**config.mk**
```make
export PLATFORM = sky130hd
export DESIGN_NAME = pc_gen_param
export DESIGN_NICKNAME = d
export VERILOG_FILES = /design/src/rtl/pc_gen_pkg.sv /design/src/rtl/pc_redirect_arb.sv /design/src/rtl/pc_gen_param.sv
export SDC_FILE = /design/constraint.sdc
export NUM_CORES = 1
export LEC_CHECK = 0
export CORE_MARGIN = 1
export CORE_UTILIZATION = 46
export DETAILED_ROUTE_END_ITERATION = 16
export PLACE_DENSITY_LB_ADDON = 0.08
export SYNTH_ARGS = -nofsm -noshare
export SYNTH_HDL_FRONTEND = slang
export SYNTH_SLANG_ARGS = --single-unit
```
**constraint.sdc**
```tcl
create_clock -name clk -period 3.5 [get_ports clk]
set_input_delay 0.525 -clock clk [delete_from_list [all_inputs] [get_ports clk]]
set_output_delay 0.525 -clock clk [all_outputs]
set_load 0.03 [all_outputs]
```
**src/rtl/pc_gen_pkg.sv**
```systemverilog
// pc_gen_pkg: shared priority/state encodings and target alignment helpers for pc_gen_param.
package pc_gen_pkg;
  typedef enum logic [1:0] {PRI_NONE = 2'd0, PRI_ID = 2'd1, PRI_EX = 2'd2, PRI_EXC = 2'd3} pri_t;
  typedef enum logic {ST_RUN = 1'b0, ST_PEND = 1'b1} state_t;
  localparam int MAX_W = 64;
  function automatic logic [MAX_W-1:0] align_tgt(input logic [MAX_W-1:0] t);
    return {t[MAX_W-1:2], 2'b00};
  endfunction
  function automatic logic misaligned(input logic [1:0] lo);
    return |lo;
  endfunction
endpackage

```
**src/rtl/pc_redirect_arb.sv**
```systemverilog
// pc_redirect_arb: fixed-priority pick among exception, EX and ID redirect candidates.
module pc_redirect_arb
  import pc_gen_pkg::*;
#(
  parameter int ADDR_W = 32
) (
  input  logic              exc_v,
  input  logic [ADDR_W-1:0] exc_a,
  input  logic              ex_v,
  input  logic [ADDR_W-1:0] ex_a,
  input  logic              id_v,
  input  logic [ADDR_W-1:0] id_a,
  output logic [ADDR_W-1:0] win_a,
  output pri_t              win_pri
);
  always_comb begin
    win_pri = exc_v ? PRI_EXC : ex_v ? PRI_EX : id_v ? PRI_ID : PRI_NONE;
    win_a   = exc_v ? exc_a : ex_v ? ex_a : id_a;
  end
endmodule

```
**src/rtl/pc_gen_param.sv**
```systemverilog
// pc_gen_param: next fetch PC selection with stall-safe pending redirects, exception vectoring and redirect counting.
module pc_gen_param
  import pc_gen_pkg::*;
#(
  parameter int          ADDR_W      = 32,
  parameter logic [31:0] RESET_PC    = 32'h0000_0000,
  parameter int          FETCH_INSNS = 1,
  parameter logic [31:0] EXC_BASE    = 32'h0000_0080,
  parameter int          EXC_CODE_W  = 4,
  parameter int          VEC_SHIFT   = 2,
  parameter int          CNT_W       = 16
) (
  input  logic                  clk,
  input  logic                  rst,
  input  logic                  stall_pc,
  input  logic                  jump_taken_predict,
  input  logic [ADDR_W-3:0]     jump_target_predict,
  input  logic                  id_advance,
  input  logic [ADDR_W-1:0]     cond_jump_addr_id,
  input  logic [ADDR_W-1:0]     pc_plus_1_id_r,
  input  logic                  cond_jump_predict_fail_ex,
  input  logic                  cond_jump_taken_ex,
  input  logic                  uncond_jump_predict_fail_id,
  input  logic [ADDR_W-1:0]     uncond_jump_addr_id,
  input  logic                  exc_req,
  input  logic [EXC_CODE_W-1:0] exc_code,
  output logic [ADDR_W-1:0]     pc,
  output logic [ADDR_W-1:0]     pc_plus_fetch,
  output logic                  pc_valid,
  output logic                  redirect_pending,
  output logic                  misalign_err,
  output logic [CNT_W-1:0]      redirect_cnt
);
  state_t state, state_n;
  pri_t pend_pri, pend_pri_n, win_pri;
  logic [ADDR_W-1:0] cond_addr_ex, pend_addr, pend_addr_n, pc_n, exc_a, ex_a, win_a, raw;
  logic apply, valid_r;
  assign exc_a = ADDR_W'(EXC_BASE) + (ADDR_W'(exc_code) << VEC_SHIFT);
  assign ex_a = cond_jump_taken_ex ? cond_addr_ex : pc_plus_1_id_r;
  assign pc_plus_fetch = pc + ADDR_W'(FETCH_INSNS * 4);
  assign pc_valid = valid_r && state == ST_RUN;
  assign redirect_pending = state == ST_PEND;
  pc_redirect_arb #(.ADDR_W(ADDR_W)) u_arb (
    .exc_v  (exc_req),
    .exc_a  (exc_a),
    .ex_v   (cond_jump_predict_fail_ex),
    .ex_a   (ex_a),
    .id_v   (uncond_jump_predict_fail_id),
    .id_a   (uncond_jump_addr_id),
    .win_a  (win_a),
    .win_pri(win_pri)
  );
  // Pending targets are kept unaligned so the misalign pulse fires when they are applied.
  always_comb begin
    state_n = state;
    pend_addr_n = pend_addr;
    pend_pri_n = pend_pri;
    apply = 1'b0;
    raw = win_a;
    pc_n = pc;
    if (exc_req) begin
      apply = 1'b1;
      pend_pri_n = PRI_NONE;
      state_n = ST_RUN;
    end else if (state == ST_RUN) begin
      if (!stall_pc) begin
        apply = win_pri != PRI_NONE;
        pc_n = jump_taken_predict ? {jump_target_predict, 2'b00} : pc_plus_fetch;
      end else if (win_pri != PRI_NONE) begin
        pend_addr_n = win_a;
        pend_pri_n = win_pri;
        state_n = ST_PEND;
      end
    end else if (!stall_pc) begin
      apply = 1'b1;
      raw = win_pri > pend_pri ? win_a : pend_addr;
      pend_pri_n = PRI_NONE;
      state_n = ST_RUN;
    end else if (win_pri != PRI_NONE && win_pri >= pend_pri) begin
      pend_addr_n = win_a;
      pend_pri_n = win_pri;
    end
    if (apply) pc_n = ADDR_W'(align_tgt(MAX_W'(raw)));
  end
  always_ff @(posedge clk) begin
    if (rst) begin
      state <= ST_RUN;
      pc <= ADDR_W'(RESET_PC);
      valid_r <= 1'b0;
      misalign_err <= 1'b0;
      redirect_cnt <= '0;
      cond_addr_ex <= '0;
      pend_addr <= '0;
      pend_pri <= PRI_NONE;
    end else begin
      state <= state_n;
      pc <= pc_n;
      valid_r <= 1'b1;
      misalign_err <= apply && misaligned(raw[1:0]);
      if (apply && !(&redirect_cnt)) redirect_cnt <= redirect_cnt + CNT_W'(1);
      if (id_advance) cond_addr_ex <= cond_jump_addr_id;
      pend_addr <= pend_addr_n;
      pend_pri <= pend_pri_n;
    end
  end
endmodule

```
==> run_results.csv <==
group,metric,value,unit
drt,vias,6601,
layout,layout_common_cells,"clkdlybuf4s50_1, dfxtp_1, nor2_1, nand2_1, mux2i_1",
place,dp_cells,1161,
die,die_y,120.6,um
global_routing,grt_pass1_wl,31.80,mm
outcome,status,"complete, no violations",
global_routing,grt.total_usage,0.2805,
cts,cts_setup_buffers,0,
cts,post_cts_resized,2,
drt,via_per_inst,5.533,
worst_setup_path,cp_max_fo,7,
logic_synthesis,synth-main-ff-cell,"dfxtp_1",
logic_synthesis,synth_edf_count,0,
min_path,holdCritPathClass,"flip-flop to flip-flop",
cts,numCtsBuffers,17,
logic_synthesis,synthesis.area,0.006471,mm2
layout,layout-drive-gt1-share,0.06883,
timing,period_minus_slack,3.396,ns
logic_synthesis,syn_area_per_cell,7.950,um2
cts,cts_root_buf,"clkbuf_16",
timing,rsz0062_at_grt,"true",
timing,relSlewSlack,0.3575,
min_path,hold_start,"pend_addr[22]$_SDFFE_PP0P_",
die,coreArea,0.01351,mm2
logic_synthesis,yosys_warnings,0,
timing,worst_pin_slew,0.9638,ns
global_routing,grt_max_degree,65,
cts,cts_tree,"done",
layout,final_util,0.6950,
cts,hold_buffers,0,
worst_setup_path,arrival,2.87,ns
power_and_ir_drop,power_density,418.1,mW/mm2
logic_synthesis,seq_area_frac_synth,0.3619,
power_and_ir_drop,comb_power_share,0.172,
die,fp-row-count,42,
place,portBuffers,221,
place,placed_area,0.008742,mm2
place,post-dp-hpwl,14.97,mm
drt,wirelength,20.26,mm
worst_setup_path,critPathKind,"flip-flop to primary output",
global_routing,antenna_found_initial,0,
worst_setup_path,crit_start,"pc[2]$_SDFFE_PP0P_",
power_and_ir_drop,cellLeakagePower,3.697,nW
logic_synthesis,synth_nets,957,
power_and_ir_drop,p_seq_frac,0.367,
drt,drtIter0Drc,509,
run,maxCapViolCount,0,
logic_synthesis,yosysTopAreaCell,"dfxtp_1",
drt,antenna_left,0,
die,io_pins,222,
logic_synthesis,async_flop_share,0,
cts,cts_buffer_depth,2,
power_and_ir_drop,vdd_drop_max,0.3095,mV
global_routing,grt_pass1_vias,6023,
layout,final_cells,1193,
power_and_ir_drop,p_sw,1.030,mW
worst_setup_path,worstSetupStartpointType,"flip-flop",
layout,diodes,0,
logic_synthesis,synthCells,814,
timing,fin_crit_sh,0.9703,
drt,dr.pass1.iters,5,
die,start_util,0.4792,
drt,wl_per_cell,16.98,um
die,fp.dieArea,0.01455,mm2
layout,final_cell_area,0.009387,mm2
power_and_ir_drop,swShare,0.2623,
timing,maxSlewViolCount,0,
timing,final-hold-violation-count,0,
power_and_ir_drop,intPower,2.895,mW
layout,nNetsFinal,1147,
cts,clock_latency,0.42,ns
cts,clk_pin_slew_worst_paths,0.06,ns
drt,drc,0,
worst_setup_path,critPathRequiredTime,2.97,ns
cts,cts_sinks,117,
layout,mostFrequentLayoutCell,"clkdlybuf4s50_1",
worst_setup_path,worstReg2RegStart,"pc[14]$_SDFFE_PP0P_",
logic_synthesis,ys_ff_latch,117,
power_and_ir_drop,clockPowerShare,0.461,
logic_synthesis,synth_top_area_frac,0.3619,
cts,h-tree-depth,4,
place,gp_congestion,0.9007,
global_routing,grt-ovfl-total,0,
die,chipWidth,120.6,um
timing,fmax,294.5,MHz
logic_synthesis,synthTopCellsByArea,"dfxtp_1, mux2i_1, nor2_1",
timing,whs,0.4530,ns
logic_synthesis,synth_cell_type_count,58,
timing,setup_viol,0,
timing,skew,0.006151,ns
layout,syn2layout_area_growth,45.05,%
worst_setup_path,cp-end-kind,"primary output",
[per-layer routing]
| metal | wire, um | global-route usage | vias up |
|---|---|---|---|
| li1 | - | - | 3287 |
| met1 | 9312 | 0.3915 | 3001 |
| met5 | 0 | 0 | - |
| met2 | 8747 | 0.4116 | 289 |
| met4 | 267 | 0.08102 | 0 |
| met3 | 1934 | 0.08821 | 24 |
[worst paths after layout]
path | to | slack (ns) | cells past startpoint
worst max-delay path | pc_plus_fetch[28] | 0.10 | 6
worst min-delay path | pend_addr[22]$_SDFFE_PP0P_ | 0.45 | 2
worst max register to register | pc[27]$_SDFFE_PP0P_ | 1.22 | 6
worst min register to register | pend_addr[22]$_SDFFE_PP0P_ | 0.45 | 2
[stage by stage]
step | setup slack, ns | setup TNS [ns] | total power, mW
after floorplan | 0.4948 | 0 | 1.818
after global placement | 0.4031 | 0 | 2.133
after detailed placement | 0.3500 | 0 | 2.140
after CTS | 0.02520 | 0 | 3.945
after global routing | -0.1017 | -0.1017 | 4.063
final | 0.1041 | 0 | 3.925
[state kept, by name (all words and copies together), names as in the netlist]
name / flops
cond_addr_ex: 32
pc: 32
pend_addr: 32
redirect_cnt: 16
pend_pri: 2
misalign_err: 1
redirect_pending: 1
valid_r: 1
[power groups by stage]
stage / combinational, mW / clock, mW / sequential, mW
finish: 0.676 / 1.81 / 1.44
detailed placement: 0.672 / 0 / 1.47
CTS: 0.674 / 1.83 / 1.44
floorplan: 0.320 / 0 / 1.50
global route: 0.726 / 1.89 / 1.45
global placement: 0.667 / 0 / 1.47
[worst max-delay path, stage by stage, from the launching register on]
cell and delay, ns:
dfxtp_1 0.43, ha_1 0.23, and3_1 0.31, nand4_1 0.33, nor4_4 0.31, xnor2_1 0.16
clkdlybuf4s50_1 0.69
[Yosys cell counts (2+ instances only)]
| master | count |
|---|---|
| dfxtp_1 | 117 |
| nor2_1 | 115 |
| nand2_1 | 86 |
| mux2i_1 | 76 |
| clkbuf_1 | 49 |
| o21ai_0 | 47 |
| a21oi_1 | 46 |
| a211oi_1 | 37 |
| nand3_1 | 27 |
| a31oi_1 | 24 |
| xnor2_1 | 20 |
| xor2_1 | 20 |
| inv_1 | 16 |
| nor3_1 | 15 |
| o21bai_1 | 10 |
| buf_1 | 9 |
| and3_1 | 8 |
| nand4_1 | 7 |
| and2_1 | 6 |
| o22ai_1 | 6 |
| nor2b_1 | 5 |
| ha_1 | 4 |
| mux2_2 | 4 |
| nand2b_1 | 4 |
| nor4_1 | 4 |
| a221o_1 | 3 |
| a31o_2 | 3 |
| a32oi_1 | 3 |
| and4_1 | 3 |
| buf_2 | 3 |
| o211a_1 | 3 |
| o221a_2 | 3 |
| a311oi_1 | 2 |
| buf_4 | 2 |
| o211ai_1 | 2 |
| or2_2 | 2 |
| or3_1 | 2 |
[logic make-up (layout without fill, tap and decap cells)]
group / count (synthesis) / in the layout / share of synthesized area
muxes: 81 / 81 / 0.1268
DFF: 117 / 117 / 0.3619
xor gates and xnor gates: 40 / 40 / 0.05414
AOI/OAI and AO/OA: 203 / 203 / 0.2017
buffers and inverters: 80 / 283 / 0.04930
and+or+nand+nor: 289 / 289 / 0.1984
adders and majority gates: 4 / 4 / 0.007734
[final cells by class]
class / count / area (um2)
Sequential cell: 117 / 2342
Tap cell: 176 / 220.2
Multi-Input combinational cell: 617 / 3835
Fill cell: 1107 / 4119
Timing Repair Buffer: 235 / 2308
Inverter: 16 / 60.06
Clock inverter: 11 / 150.1
Clock buffer: 21 / 470.5
No activity file was read; power rests on OpenSTA's default activity.
